`src/rtl/i2c_pkg.sv`:
```
// Shared encodings for the I2C slave receive path: FSM states, general-call address, ACK bit values.
package i2c_pkg;

  localparam logic [2:0] ST_IDLE   = 3'd0;
  localparam logic [2:0] ST_ADDR   = 3'd1;
  localparam logic [2:0] ST_DATA   = 3'd2;
  localparam logic [2:0] ST_ACK    = 3'd3;
  localparam logic [2:0] ST_TX     = 3'd4;
  localparam logic [2:0] ST_IGNORE = 3'd5;

  localparam logic [6:0] GENERAL_CALL_ADDR = 7'h00;

  localparam logic ACK  = 1'b0;
  localparam logic NACK = 1'b1;

endpackage

```
`src/rtl/i2c_slave_rx_assembler.sv`:
```
// Assembles serial bits from the byte reader into address/data bytes, decodes the address,
// buffers one data byte for the register file and requests ACK/NACK from the ACK-write stage.
module i2c_slave_rx_assembler
  import i2c_pkg::*;
#(
  parameter logic [6:0] SLAVE_ADDR      = 7'h50,
  parameter bit         GENERAL_CALL_EN = 1'b1
) (
  input  logic       clock,
  input  logic       reset_n,
  input  logic       scl,
  input  logic       start_detected,
  input  logic       stop_detected,
  input  logic       bit_data,
  input  logic       bit_load,
  input  logic       byte_finish,
  input  logic       byte_error,
  output logic       byte_enable,
  output logic       ack_request,
  output logic       ack_value,
  input  logic       ack_done,
  output logic       addr_match,
  output logic       rw,
  output logic       tx_start,
  output logic [7:0] rx_data,
  output logic       rx_valid,
  input  logic       rx_ready,
  output logic       overrun,
  input  logic       overrun_clear,
  output logic       bus_error,
  output logic       busy
);

  logic [2:0] state;
  logic [2:0] next_state;
  logic [6:0] sr;          // only the 7 most recent bits are ever needed to form a byte
  logic       armed;
  logic       scl_last;
  logic       scl_rise;
  logic [7:0] cur_byte;
  logic       addr_hit;
  logic       buf_free;

  assign scl_rise = !scl_last && scl;
  assign cur_byte = {sr, bit_data};
  assign addr_hit = (cur_byte[7:1] == SLAVE_ADDR) ||
                    (GENERAL_CALL_EN && (cur_byte == {GENERAL_CALL_ADDR, 1'b0}));
  assign buf_free = !rx_valid || rx_ready;
  assign busy     = (state != ST_IDLE);

  always_ff @(posedge clock or negedge reset_n) begin
    if (!reset_n) begin
      state       <= ST_IDLE;
      next_state  <= ST_IDLE;
      sr          <= 7'h00;
      armed       <= 1'b0;
      scl_last    <= 1'b1;
      byte_enable <= 1'b0;
      ack_request <= 1'b0;
      ack_value   <= 1'b0;
      addr_match  <= 1'b0;
      rw          <= 1'b0;
      tx_start    <= 1'b0;
      rx_data     <= 8'h00;
      rx_valid    <= 1'b0;
      overrun     <= 1'b0;
      bus_error   <= 1'b0;
    end else begin
      scl_last    <= scl;
      byte_enable <= 1'b0;
      ack_request <= 1'b0;
      tx_start    <= 1'b0;
      bus_error   <= 1'b0;

      // Later assignments in this block (new byte, overrun set) override these clears.
      if (rx_valid && rx_ready) rx_valid <= 1'b0;
      if (overrun_clear)        overrun  <= 1'b0;

      if (stop_detected) begin
        state      <= ST_IDLE;
        addr_match <= 1'b0;
        armed      <= 1'b0;
      end else if (start_detected) begin
        state      <= ST_ADDR;
        armed      <= 1'b1;
        addr_match <= 1'b0;
      end else begin
        case (state)
          ST_ADDR, ST_DATA: begin
            if (armed && scl_rise) begin
              byte_enable <= 1'b1;
              armed       <= 1'b0;
            end
            if (byte_error) begin
              bus_error <= 1'b1;
              state     <= ST_IGNORE;
            end else begin
              if (bit_load) sr <= cur_byte[6:0];
              if (byte_finish) begin
                if (state == ST_ADDR) begin
                  if (addr_hit) begin
                    addr_match  <= 1'b1;
                    rw          <= cur_byte[0];
                    ack_request <= 1'b1;
                    ack_value   <= ACK;
                    next_state  <= cur_byte[0] ? ST_TX : ST_DATA;
                    state       <= ST_ACK;
                  end else begin
                    state <= ST_IGNORE;
                  end
                end else begin
                  ack_request <= 1'b1;
                  state       <= ST_ACK;
                  if (buf_free) begin
                    rx_data    <= cur_byte;
                    rx_valid   <= 1'b1;
                    ack_value  <= ACK;
                    next_state <= ST_DATA;
                  end else begin
                    overrun    <= 1'b1;
                    ack_value  <= NACK;
                    next_state <= ST_IGNORE;
                  end
                end
              end
            end
          end
          ST_ACK: begin
            if (ack_done) begin
              state <= next_state;
              if (next_state == ST_DATA) armed    <= 1'b1;
              if (next_state == ST_TX)   tx_start <= 1'b1;
            end
          end
          default: ;
        endcase
      end
    end
  end

endmodule

```
`config.mk`:
```
export PLATFORM = sky130hd
export DESIGN_NAME = i2c_slave_rx_assembler
export DESIGN_NICKNAME = d
export VERILOG_FILES = /design/src/rtl/i2c_pkg.sv /design/src/rtl/i2c_slave_rx_assembler.sv
export SDC_FILE = /design/constraint.sdc
export NUM_CORES = 1
export LEC_CHECK = 0
export CAP_MARGIN = 0
export CORE_ASPECT_RATIO = 1.1
export CORE_MARGIN = 10
export CORE_UTILIZATION = 44
export DETAILED_ROUTE_END_ITERATION = 10
export PLACE_DENSITY = 0.82
export SLEW_MARGIN = 30
export SYNTH_ARGS = -nofsm -noshare
export SYNTH_HDL_FRONTEND = slang
export SYNTH_SLANG_ARGS = --single-unit
```
`constraint.sdc`:
```
create_clock -name clock -period 2 [get_ports clock]
set_clock_uncertainty 0.15 [all_clocks]
set_input_delay 0.4 -clock clock [delete_from_list [all_inputs] [get_ports clock]]
set_output_delay 0.4 -clock clock [all_outputs]
set_load 0.03 [all_outputs]
```
# Yosys cells after proc, flatten, opt, wreduce, memory -nomap -nowiden
# Index checks and enable logic that the tools add are counted.
[word_totals] register_bits=32 out_inout_bits=18
[classes] n_mux=64 bitwise=4 reduce_logical=22 eq_ne=12
[op_table] cell="2-to-1 mux 1 bit" count=51
[op_table] cell="2-to-1 mux 3 bit" count=11
[op_table] cell="nonzero test 3 bit" count=5
[op_table] cell="AND reduction 7 bit" count=2
[op_table] cell="inequality test 4 bit (second input constant)" count=3
[op_table] cell="AND reduction 5 bit" count=2
[op_table] cell="== test 3 x 2 -> 1 bit (second input constant)" count=3
[op_table] cell="zero test 8 bit" count=1
[op_table] cell="== test 7 bit (second input constant)" count=1
[op_table] cell="case mux 3 bit (2 select lines)" count=1
[op_table] cell="AND reduction 6 bit" count=1
[op_table] cell="inequality test 5 bit (second input constant)" count=1
[op_table] cell="NOT 1 bit" count=4
[op_table] cell="AND reduction 4 bit" count=1
[op_table] cell="nonzero test 4 bit" count=1
[op_table] cell="== test 3 x 1 -> 1 bit (second input constant)" count=1
[op_table] cell="== test 3 bit (second input constant)" count=1
[op_table] cell="logical AND 1 bit" count=3
[op_table] cell="inequality test 3 bit (second input constant)" count=1
[op_table] cell="AND reduction 3 bit" count=1
[op_table] cell="zero test 1 bit" count=2
[op_table] cell="logical OR 1 bit" count=2
[op_table] cell="inequality test 2 bit (second input constant)" count=1
[op_table] cell="case mux 1 bit (2 select lines)" count=1
[op_table] cell="OR reduction 2 bit" count=1

# Depth between registers and ports, before layout
# Gate-level depths: netlist of the first run.
[depth] word_depth=9 depth_mapped=6 mapped_depth_nobuf=4

# Worst setup path before layout of the first run
# No wires, ideal clock.
[synth_path] kind="reg2reg" startpoint="register state[2]" endpoint="register rx_data[1]" synth_period_minus_slack_ns=2.035 stages_incl_launch_ff=6 setup_time_ns=0.125 t_arrival_ns=1.761 path_slack_ns=-0.035 required_time_ns=1.725 path_cell_list="dfrtp_1 -> or4_4 -> nor2_2 -> and4_1 -> buf_4 -> mux2_2"
[synth_between] elab_chain_len=3
[synth_lines] item="start, declared" line_no="i2c_slave_rx_assembler.sv:34" text="logic [2:0] state;"
[synth_lines] item="start signal, assigned" line_no="i2c_slave_rx_assembler.sv:130" text="state <= next_state;"
[synth_lines] item="== test 3 x 1 -> 1 bit or == test 3 x 2 -> 1 bit (tied branches)" line_no="i2c_slave_rx_assembler.sv:88, i2c_slave_rx_assembler.sv:100"
[synth_lines] item="OR reduction 2 bit or NOT 1 bit (tied branches)"
[synth_lines] item="AND reduction 7 bit (no line) (*)"
[synth_lines] item="end signal, assigned" line_no="i2c_slave_rx_assembler.sv:115" text="rx_data <= cur_byte;"
[synth_lines] item="end, declared" line_no="i2c_slave_rx_assembler.sv:25" text="output logic [7:0] rx_data,"
# Every way passes the cells marked *; elsewhere a longest branch is shown, timed or not.
# A chain may end at the register's enable or synchronous reset.

# Worst setup path after layout of the first run
[layout_path] startpoint="register state[2]" endpoint="register rx_data[3]"
# Same word-level chain as after synthesis.

==> results of run 1 <==
-- worst paths after layout --
kind                            startpoint         end  slack [ns]
worst max-delay path              state[2]  rx_data[3]        0.03
worst min-delay path               reset_n   bus_error        0.29
worst max register to register    state[2]  rx_data[3]        0.03
worst min register to register  addr_match  addr_match        0.34
max in group asynchronous          reset_n    scl_last        1.10
min in group clock              addr_match  addr_match        0.34
-- per-layer routing --
metal  track usage (%)  vias to the layer above
li1                  -                      529
met1              13.7                      534
met2              20.1                       34
met3              4.98                        7
met4              5.97                        0
met5                 0                        -
-- metrics by stage --
stage	total power, uW	TNS, ns	instance area [sq um]
6_report	1590	0	1990
5_1_grt	1680	-0.100	1990
4_1_cts	1580	-0.257	1950
3_5_place_dp	1160	-9.85	1880
3_3_place_gp	1150	-8.85	1880
2_1_floorplan	956	0	1390
-- worst max-delay path: cells and delay by family (launching register included) --
family	cells	cell delay, ns
AND/OR/NAND/NOR	3	0.82
buffers and inverters	1	0.15
multiplexers	1	0.34
flip-flops	1	0.39
-- placed cells by master (no fill, tap or decap), types with 2 or more instances in the layout --
cell type | Yosys | layout
mux2_4 | 0 | 2
nand3b_1 | 2 | 2
mux2_2 | 17 | 15
clkdlybuf4s50_1 | 0 | 23
clkbuf_8 | 0 | 2
dlymetal6s2s_1 | 0 | 2
mux2_1 | 2 | 2
a21oi_1 | 3 | 2
and3b_1 | 2 | 2
dlygate4sd2_1 | 0 | 4
clkbuf_4 | 0 | 5
inv_1 | 6 | 6
nand2_1 | 10 | 8
nor3b_1 | 2 | 2
nand3_1 | 2 | 2
a211oi_2 | 1 | 2
nor3_1 | 3 | 3
or4_4 | 1 | 2
o211ai_1 | 2 | 2
nand2_2 | 0 | 2
buf_4 | 1 | 23
nor2_1 | 10 | 9
dfrtp_1 | 30 | 30
-- power by group through the flow --
stage | combinational [uW] | clock (uW) | sequential (uW)
3_3_place_gp | 392 | 0 | 753
4_1_cts | 403 | 427 | 746
6_report | 427 | 416 | 747
2_1_floorplan | 156 | 0 | 800
5_1_grt | 460 | 464 | 760
3_5_place_dp | 406 | 0 | 755
-- state kept, by name (all words and copies together), names as in the netlist --
signal and count:
ack_request 1, addr_match 1, armed 1, bus_error 1, byte_enable 1, next_state 3, overrun 1, rw 1
rx_data 8, rx_valid 1, scl_last 1, sr 7, state 3, tx_start 1
-- cell type report --
| type | instances | area, sq um | area share, % |
|---|---|---|---|
| clock buffers | 8 | 68.8 | 3.45 |
| inverters | 6 | 22.5 | 1.13 |
| multi-input cells | 76 | 608 | 30.5 |
| flip-flops and latches | 31 | 777 | 39.0 |
| well taps | 34 | 42.5 | 2.13 |
| repair buffers | 53 | 474 | 23.8 |
-- cell usage after synthesis, drive strengths merged --
| cell type | count | area share (%) |
|---|---|---|
| o31ai | 1 | 0.90 |
| nand3 | 2 | 0.72 |
| a41o | 1 | 0.72 |
| nand2 | 10 | 2.7 |
| nand4 | 1 | 0.45 |
| nor2 | 11 | 3.2 |
| clkbuf | 2 | 0.54 |
| or3 | 2 | 1.3 |
| o311ai | 1 | 0.63 |
| xnor2 | 1 | 0.63 |
| dfstp | 1 | 1.9 |
| a211oi | 2 | 1.4 |
| o2bb2ai | 1 | 0.63 |
| buf | 1 | 0.54 |
| dfrtp | 30 | 54 |
| and3b | 2 | 1.3 |
| or4 | 2 | 1.4 |
| nand4b | 1 | 0.63 |
| and4 | 1 | 0.63 |
| o211ai | 2 | 1.1 |
| nand3b | 2 | 1.1 |
| mux2 | 19 | 15 |
| mux2i | 1 | 0.72 |
| nor3 | 3 | 1.1 |
| and3 | 1 | 0.45 |
| inv | 6 | 1.6 |
| a21oi | 3 | 1.1 |
| nor3b | 2 | 1.1 |
| nand2b | 1 | 0.45 |
| o22ai | 1 | 0.45 |
| xor2 | 1 | 0.63 |
| nor2b | 1 | 0.45 |
-- cell families (layout without fill, tap and decap cells) --
kind of cell | after synthesis | count (layout) | share of synthesized area (%)
buffers and inverters | 9 | 67 | 2.71
AOI/OAI and AO/OA | 12 | 12 | 6.96
DFF | 31 | 31 | 56.1
muxes | 20 | 20 | 16.2
xor gates and xnor gates | 2 | 2 | 1.26
and+or+nand+nor | 42 | 42 | 16.8
-- timing repair --
action,4_1_cts,5_1_grt
gates resized for setup,7,9
pin swaps,2,2
endpoints found under the setup margin,20,17
cloned,0,0
buffers inserted,0,1
==> impl_metrics.json, run 1 <==
{
  "top_layer": "met4",
  "crit_chain": "or4_4 -> nor2_4 -> and4_1 -> buf_6 -> mux2_2",
  "wl_met1_mm": 1.31,
  "p_int_uw": 1130,
  "syn_inst": 116,
  "path_max_fanout": 8,
  "final_core_util_pct": 65.4,
  "finalNonFillerCells": 208,
  "cts_max_level": 2,
  "worstSetupPathType": "reg2reg",
  "dp_hpwl_mm": 2.50,
  "routed-wl-met3_microns": 220,
  "numCtsBuffers": 5,
  "placed_cells": 199,
  "finalHoldViolCount": 0,
  "rsz0062_at_grt": "true",
  "p_switching_uw": 457,
  "antenna_found_initial": 0,
  "cts_tree": "yes",
  "wirelength_mm": 3.31,
  "pin_count": 30,
  "grt_pass1_vias": 1226,
  "syn-num-nets": 128,
  "synth.distinct_cells": 37,
  "ant_nets": 0,
  "yosys_warnings": 0,
  "synth.avg_cell_area_sq_um": 11.9,
  "arrival_ns": 2.04,
  "fillers": 249,
  "cts_hold_buf": 0,
  "worst_slack_ns": 0.0321,
  "max_slew.worst_pin.slew_ns": 0.387,
  "antenna_cells": 0,
  "post_drt_wl_per_cell_microns": 15.9,
  "dieHeight_microns": 78.8,
  "areaGrowthSynthToFinish_pct": 43.9,
  "peakVddDrop_mv": 0.550,
  "drv_slew": 0,
  "p_leak_uw": 0.000984,
  "setup_violations": 0,
  "drv_cap": 0,
  "gp_congestion": 0.867,
  "grt_max_degree": 32,
  "critPathMaxStageDelay_ns": 0.51,
  "core_area_sq_um": 3050,
  "rr_worst_depth": 5,
  "initial_core_util_pct": 45.4,
  "crit_required_ns": 2.07,
  "max_slew_margin_pct": 74.2,
  "hp-class": "in2async",
  "seq_area_frac_synth_pct": 56.1,
  "grt_pass1_wl_mm": 5.74,
  "drtPass1Iterations": 4,
  "drive_gt1_share_pct": 35.1,
  "ys_ff_latch": 31,
  "place_worst_setup_slack_ns": -0.486,
  "vias": 1104,
  "num_rows": 21,
  "dieArea_sq_um": 5790,
  "clk_latency_ns": 0.34,
  "crit_path_start_kind": "flip-flop",
  "run_status": "completed",
  "cts.sinks": 31,
  "gr-usage-all-layers_pct": 12.4,
  "swShare_pct": 28.7,
  "syn-cell-area_sq_um": 1390,
  "min_period_over_period_pct": 98.4,
  "route.met2.wl_mm": 1.72,
  "drt_iter0_drc": 113,
  "p_per_area_nw_per_um2": 798,
  "power_frac_seq_pct": 47.0,
  "io_buffers": 29,
  "combPwrFrac_pct": 26.9,
  "clkTransAtPathRegs_ns": 0.10,
  "clockBufferDepth": 2,
  "layout.nets": 185,
  "max_freq_mhz": 508,
  "critPathSlowestCell": "or4_4",
  "fp.dieW_microns": 73.5,
  "end_kind": "flip-flop",
  "fin_crit_ns": 1.97,
  "drc": 0,
  "avgViaCountPerCell": 5.31,
  "cts_root_buf": "clkbuf_4",
  "grt-ovfl-total": 0,
  "p_clk_share_pct": 26.2,
  "hold_ws_ns": 0.293
}
Power figures use the tool's default switching activity.
==> inputs of run 2 (changes only) <==
Settings changed: CORE_ASPECT_RATIO 1.1 to 0.9.
==> impl_metrics.json, run 2 (same netlist as run 1, synthesis figures left out) <==
{
  "timing.rr.end": "rw",
  "fp.dieW_microns": 79.1,
  "top_register": "rx_data",
  "max_freq_mhz": 511,
  "p_per_area_nw_per_um2": 793,
  "run_status": "completed",
  "grt-ovfl-total": 0,
  "crit_required_ns": 2.07,
  "max_slew.worst_pin.slew_ns": 0.416,
  "cts_tree": "yes",
  "finalHoldViolCount": 0,
  "clk_latency_ns": 0.33,
  "dieHeight_microns": 73.2,
  "min_period_over_period_pct": 97.9,
  "dp_hpwl_mm": 2.53,
  "multi_input_area_sq_um": 593,
  "reg2reg_slack_ns": 0.04,
  "core_area_sq_um": 3040,
  "crit_chain": "or4_4 -> a211oi_2 -> buf_4 -> nand4_1 -> mux2_2",
  "initial_core_util_pct": 45.5,
  "gr-usage-all-layers_pct": 12.3,
  "fin_crit_ns": 1.96,
  "critPathSlowestCell": "or4_4",
  "layout_common_cells": "dfrtp_1 (29), clkdlybuf4s50_1 (25), buf_4 (19)",
  "regArea_sq_um": 778,
  "cts.sinks": 31,
  "r2r-start": "sr[0]",
  "crit_path_start_kind": "flip-flop",
  "setup_violations": 0,
  "areaGrowthSynthToFinish_pct": 41.1,
  "peakVddDrop_mv": 0.520,
  "path_max_fanout": 4,
  "num_rows": 19,
  "numCtsBuffers": 5,
  "vias": 1086,
  "cts_hold_buf": 0,
  "grt_max_degree": 32,
  "drive_gt1_share_pct": 32.9,
  "worstSetupPathType": "reg2reg",
  "antenna_found_initial": 0,
  "post_drt_wl_per_cell_microns": 15.8,
  "avgViaCountPerCell": 5.12,
  "arrival_ns": 2.03,
  "max_slew_margin_pct": 71.9,
  "fillers": 271,
  "cts_max_level": 2,
  "dieArea_sq_um": 5800,
  "layout.nets": 181,
  "end_kind": "flip-flop",
  "gp_congestion": 0.861,
  "io_buffers": 29,
  "p_leak_uw": 0.000935,
  "drtPass1Iterations": 4,
  "pin_count": 30,
  "ant_nets": 0,
  "cts_root_buf": "clkbuf_4",
  "cts_setup_buffers": 0,
  "reg_top3": "rx_data x8, sr x7",
  "critPathMaxStageDelay_ns": 0.55,
  "tns_ns": 0,
  "grt_pass1_vias": 1153,
  "drt_iter0_drc": 74,
  "grt_pass1_wl_mm": 5.62,
  "drc": 0,
  "drv_cap": 0,
  "hp-class": "in2async",
  "clkTransAtPathRegs_ns": 0.09,
  "antenna_cells": 0,
  "rsz0062_at_grt": "true",
  "rr_worst_depth": 5,
  "drv_slew": 0,
  "largest_reg_flops": 8,
  "final_core_util_pct": 64.2,
  "wirelength_mm": 3.36,
  "clockBufferDepth": 2,
  "final_common_cell": "dfrtp_1"
}
==> run 2: changes by cell type in the layout (fill, tap and decap cells not counted), sizes merged <==
cell / before / now
clkbuf: 8 / 9
clkdlybuf4s50: 23 / 25
dlygate4sd2: 4 / 2
buf: 24 / 20
dlymetal6s2s: 2 / 1
==> run 2: layout make-up <==
type                            instances  area share (%)
Clock buffer                            8            3.52
Tap cell                               42            2.69
Inverter                                6            1.15
Sequential cell                        31            39.8
Timing Repair Buffer                   49            22.5
Multi-Input combinational cell         76            30.3
==> run 2: report_power, final <==
part | leakage (uW) | internal, uW | switching, uW
clock | 0.0000386 | 207 | 201
combinational | 0.000484 | 195 | 185
sequential | 0.000413 | 699 | 62.5
total | 0.000935 | 1100 | 449
==> run 2: per-layer routing <==
metal / share of wire [%] / global-route usage [%] / vias to the layer above
met5: 0 / 0 / -
met4: 1.6 / 4.57 / 0
met3: 7.0 / 5.30 / 8
met2: 50 / 20.2 / 28
met1: 42 / 13.8 / 531
li1: - / - / 519
==> run 2: critical path: cells and delay by family, from the launching register on <==
kind / cells / cell delay [ns]
and+or+nand+nor: 2 / 0.68
AOI/OAI and AO/OA: 1 / 0.16
buffers and inverters: 1 / 0.15
muxes: 1 / 0.30
DFF: 1 / 0.42
==> run 2: stage by stage <==
step	cells	power (uW)	setup WS [ns]	hold slack, ns	area (sq um)
5_1_grt	212	1640	-0.0232	0.325	1950
3_3_place_gp	204	1120	-0.457	0.314	1870
4_1_cts	212	1550	-0.0413	0.308	1940
2_1_floorplan	116	956	0.0273	-0.0456	1390
6_report	212	1550	0.0417	0.303	1950
3_5_place_dp	204	1140	-0.461	0.328	1870
==> run 2: worst max-delay path by stage <==
stage                   start          to  slack (ns)  cells after the start
5_1_grt                 sr[0]          rw       -0.02                      5
4_1_cts              state[2]  rx_data[4]       -0.04                      5
6_report                sr[0]          rw        0.04                      5
3_5_place_dp   start_detected  rx_data[6]       -0.46                      6
2_1_floorplan  start_detected  rx_data[1]        0.03                      5
3_3_place_gp       byte_error  rx_data[7]       -0.46                      6
==> run 2: what timing repair did <==
| item | in CTS | in global routing |
|---|---|---|
| pin swaps | 2 | 2 |
| endpoints found under the setup margin | 18 | 22 |
| gates resized for setup | 7 | 6 |
==> inputs of run 3 (changes only) <==
--- a/config.mk
+++ b/config.mk
@@ -12,4 +12,5 @@
 export DETAILED_ROUTE_END_ITERATION = 10
 export PLACE_DENSITY = 0.82
+export RECOVER_POWER = 100
 export SLEW_MARGIN = 30
 export SYNTH_ARGS = -nofsm -noshare
==> constraint.sdc (replaced) <==
create_clock -name clock -period 2 [get_ports clock]
set_clock_uncertainty 0.15 [all_clocks]
set_input_delay 0.6 -clock clock [delete_from_list [all_inputs] [get_ports clock]]
set_output_delay 0.6 -clock clock [all_outputs]
set_load 0.03 [all_outputs]
==> impl_metrics.json, run 3 (same netlist as run 1, synthesis figures left out) <==
{
  "fin_crit_ns": 2.00,
  "p_total_uw": 1730,
  "drv_slew": 0,
  "cts_hold_buf": 0,
  "crit_path_start_kind": "flip-flop",
  "io_buffers": 29,
  "crit_chain": "or4_4 -> nor2_4 -> and4_1 -> buf_6 -> mux2_4",
  "drtPass1Iterations": 4,
  "hold_ws_ns": 0.349,
  "worst_slack_ns": 0.00185,
  "gr-usage-all-layers_pct": 13.6,
  "critPathMaxStageDelay_ns": 0.55,
  "wirelength_mm": 3.80,
  "initial_core_util_pct": 45.5,
  "largest_reg_flops": 8,
  "power_frac_seq_pct": 44.2,
  "peakVddDrop_mv": 0.504,
  "max_slew_margin_pct": 50.5,
  "grt_pass1_vias": 1217,
  "grt_max_degree": 32,
  "cts_max_level": 2,
  "drive_gt1_share_pct": 41.5,
  "avgViaCountPerCell": 5.31,
  "numCtsBuffers": 5,
  "critPathSlowestCell": "or4_4",
  "arrival_ns": 2.08,
  "top_register": "rx_data",
  "clk_latency_ns": 0.34,
  "finalHoldViolCount": 0,
  "layout_common_cells": "dfrtp_1 (29), buf_4 (22), dlygate4sd2_1 (19)",
  "placed_area_sq_um": 1890,
  "p_per_area_nw_per_um2": 830,
  "areaGrowthSynthToFinish_pct": 50.3,
  "layout.nets": 187,
  "crit_required_ns": 2.08,
  "critPathBufInv": 1,
  "path_max_fanout": 8,
  "pin_count": 30,
  "grt-ovfl-total": 0,
  "clockBufferDepth": 2,
  "worstSetupPathType": "reg2reg",
  "post_drt_wl_per_cell_microns": 17.4,
  "drc": 0,
  "gp_congestion": 0.874,
  "combPwrFrac_pct": 25.8,
  "cp_top_family": "simple AND/OR/NAND/NOR gates",
  "final_common_cell": "dfrtp_1",
  "clkTransAtPathRegs_ns": 0.11,
  "ant_nets": 0,
  "dieHeight_microns": 73.2,
  "run_status": "completed",
  "core_area_sq_um": 3040,
  "dieArea_sq_um": 5800,
  "grtUsageMet2_pct": 22.9,
  "setup_violations": 0,
  "stdcell_area_sq_um": 2080,
  "grt-busiest-layer": "met2",
  "end_kind": "flip-flop",
  "cts.sinks": 31,
  "use_met3_pct": 3.94,
  "place_worst_setup_slack_ns": -0.637,
  "min_period_over_period_pct": 99.9,
  "max_slew.worst_pin.slew_ns": 0.742,
  "reg_top3": "rx_data x8, sr x7",
  "dp_hpwl_mm": 2.63,
  "drv_cap": 0,
  "swShare_pct": 29.3,
  "rsz0062_at_grt": "true",
  "vias": 1157,
  "p_switching_uw": 507,
  "drt_iter0_drc": 91,
  "cts_tree": "yes",
  "grt_pass1_wl_mm": 6.12,
  "fp.dieW_microns": 79.1,
  "num_rows": 19,
  "met1_usage_pct": 15.5,
  "hp-class": "reg2reg",
  "p_clk_share_pct": 29.9,
  "p_int_uw": 1220,
  "antenna_found_initial": 0,
  "antenna_cells": 0,
  "p_leak_uw": 0.00107,
  "max_freq_mhz": 500,
  "cts_root_buf": "clkbuf_4"
}
[run 3: cell types whose count changed in the layout (fill, tap and decap cells not counted), moves of 2 or more]
cell and delta:
dlygate4sd2_1 +17, buf_6 +3, mux2_2 -7, mux2_4 +9
buf_4 +3, clkdlybuf4s50_1 -20, mux2_1 -2, dlygate4sd3_1 +2
[run 3: worst paths after layout]
check | startpoint | depth (start not counted) | slack, ns | end
min in group asynchronous | reset_n | 2 | 0.69 | sr[6]
hold / removal | addr_match | 2 | 0.35 | addr_match
hold reg to reg | addr_match | 2 | 0.35 | addr_match
setup / recovery | state[2] | 5 | 0.002 | rx_data[2]
setup reg to reg | state[2] | 5 | 0.002 | rx_data[2]
max in group asynchronous | reset_n | 2 | 0.48 | state[0]
[run 3: power groups by stage]
stage               Clock, uW  Sequential (uW)  Combinational (uW)
finish                    518              764                 447
global route              549              774                 476
CTS                       525              759                 380
detailed placement          0              770                 372
global placement            0              766                 360
floorplan                   0              800                 163
[run 3: timing repair]
action                                  in CTS  in global routing
endpoints found under the hold margin        0                  0
resized for setup                           39                 15
setup buffers                                1                  3
endpoints found under the setup margin      41                 23
pin swaps                                    6                  7
[run 3: layer usage]
metal	part of all wire, %	wire (microns)
met5	0	0
met4	2.9	111
met3	3.9	150
met2	52	1970
met1	41	1570
[run 3: layout make-up]
class                      count  area (sq um)
tap                           42          52.6
inverter                       6          22.5
clock buffer                   6          51.3
multi-input combinational     76           681
clock inverter                 2          35.0
sequential                    31           778
fill                         243           961
timing repair buffer          55           462
[run 3: worst register-to-register path, cell delays in order (launching register included)]
cell	delay, ns
dfrtp_1	0.41
or4_4	0.55
nor2_4	0.10
and4_1	0.20
buf_6	0.16
mux2_4	0.32
[run 3: metrics by stage]
stage,TNS (ns),cells,util [%]
2_1_floorplan,-1.31,116,-
3_3_place_gp,-13.60,206,62.1
3_5_place_dp,-14.00,206,62.1
4_1_cts,-0.193,215,66.1
5_1_grt,-0.354,218,68.4
6_report,0,218,68.4
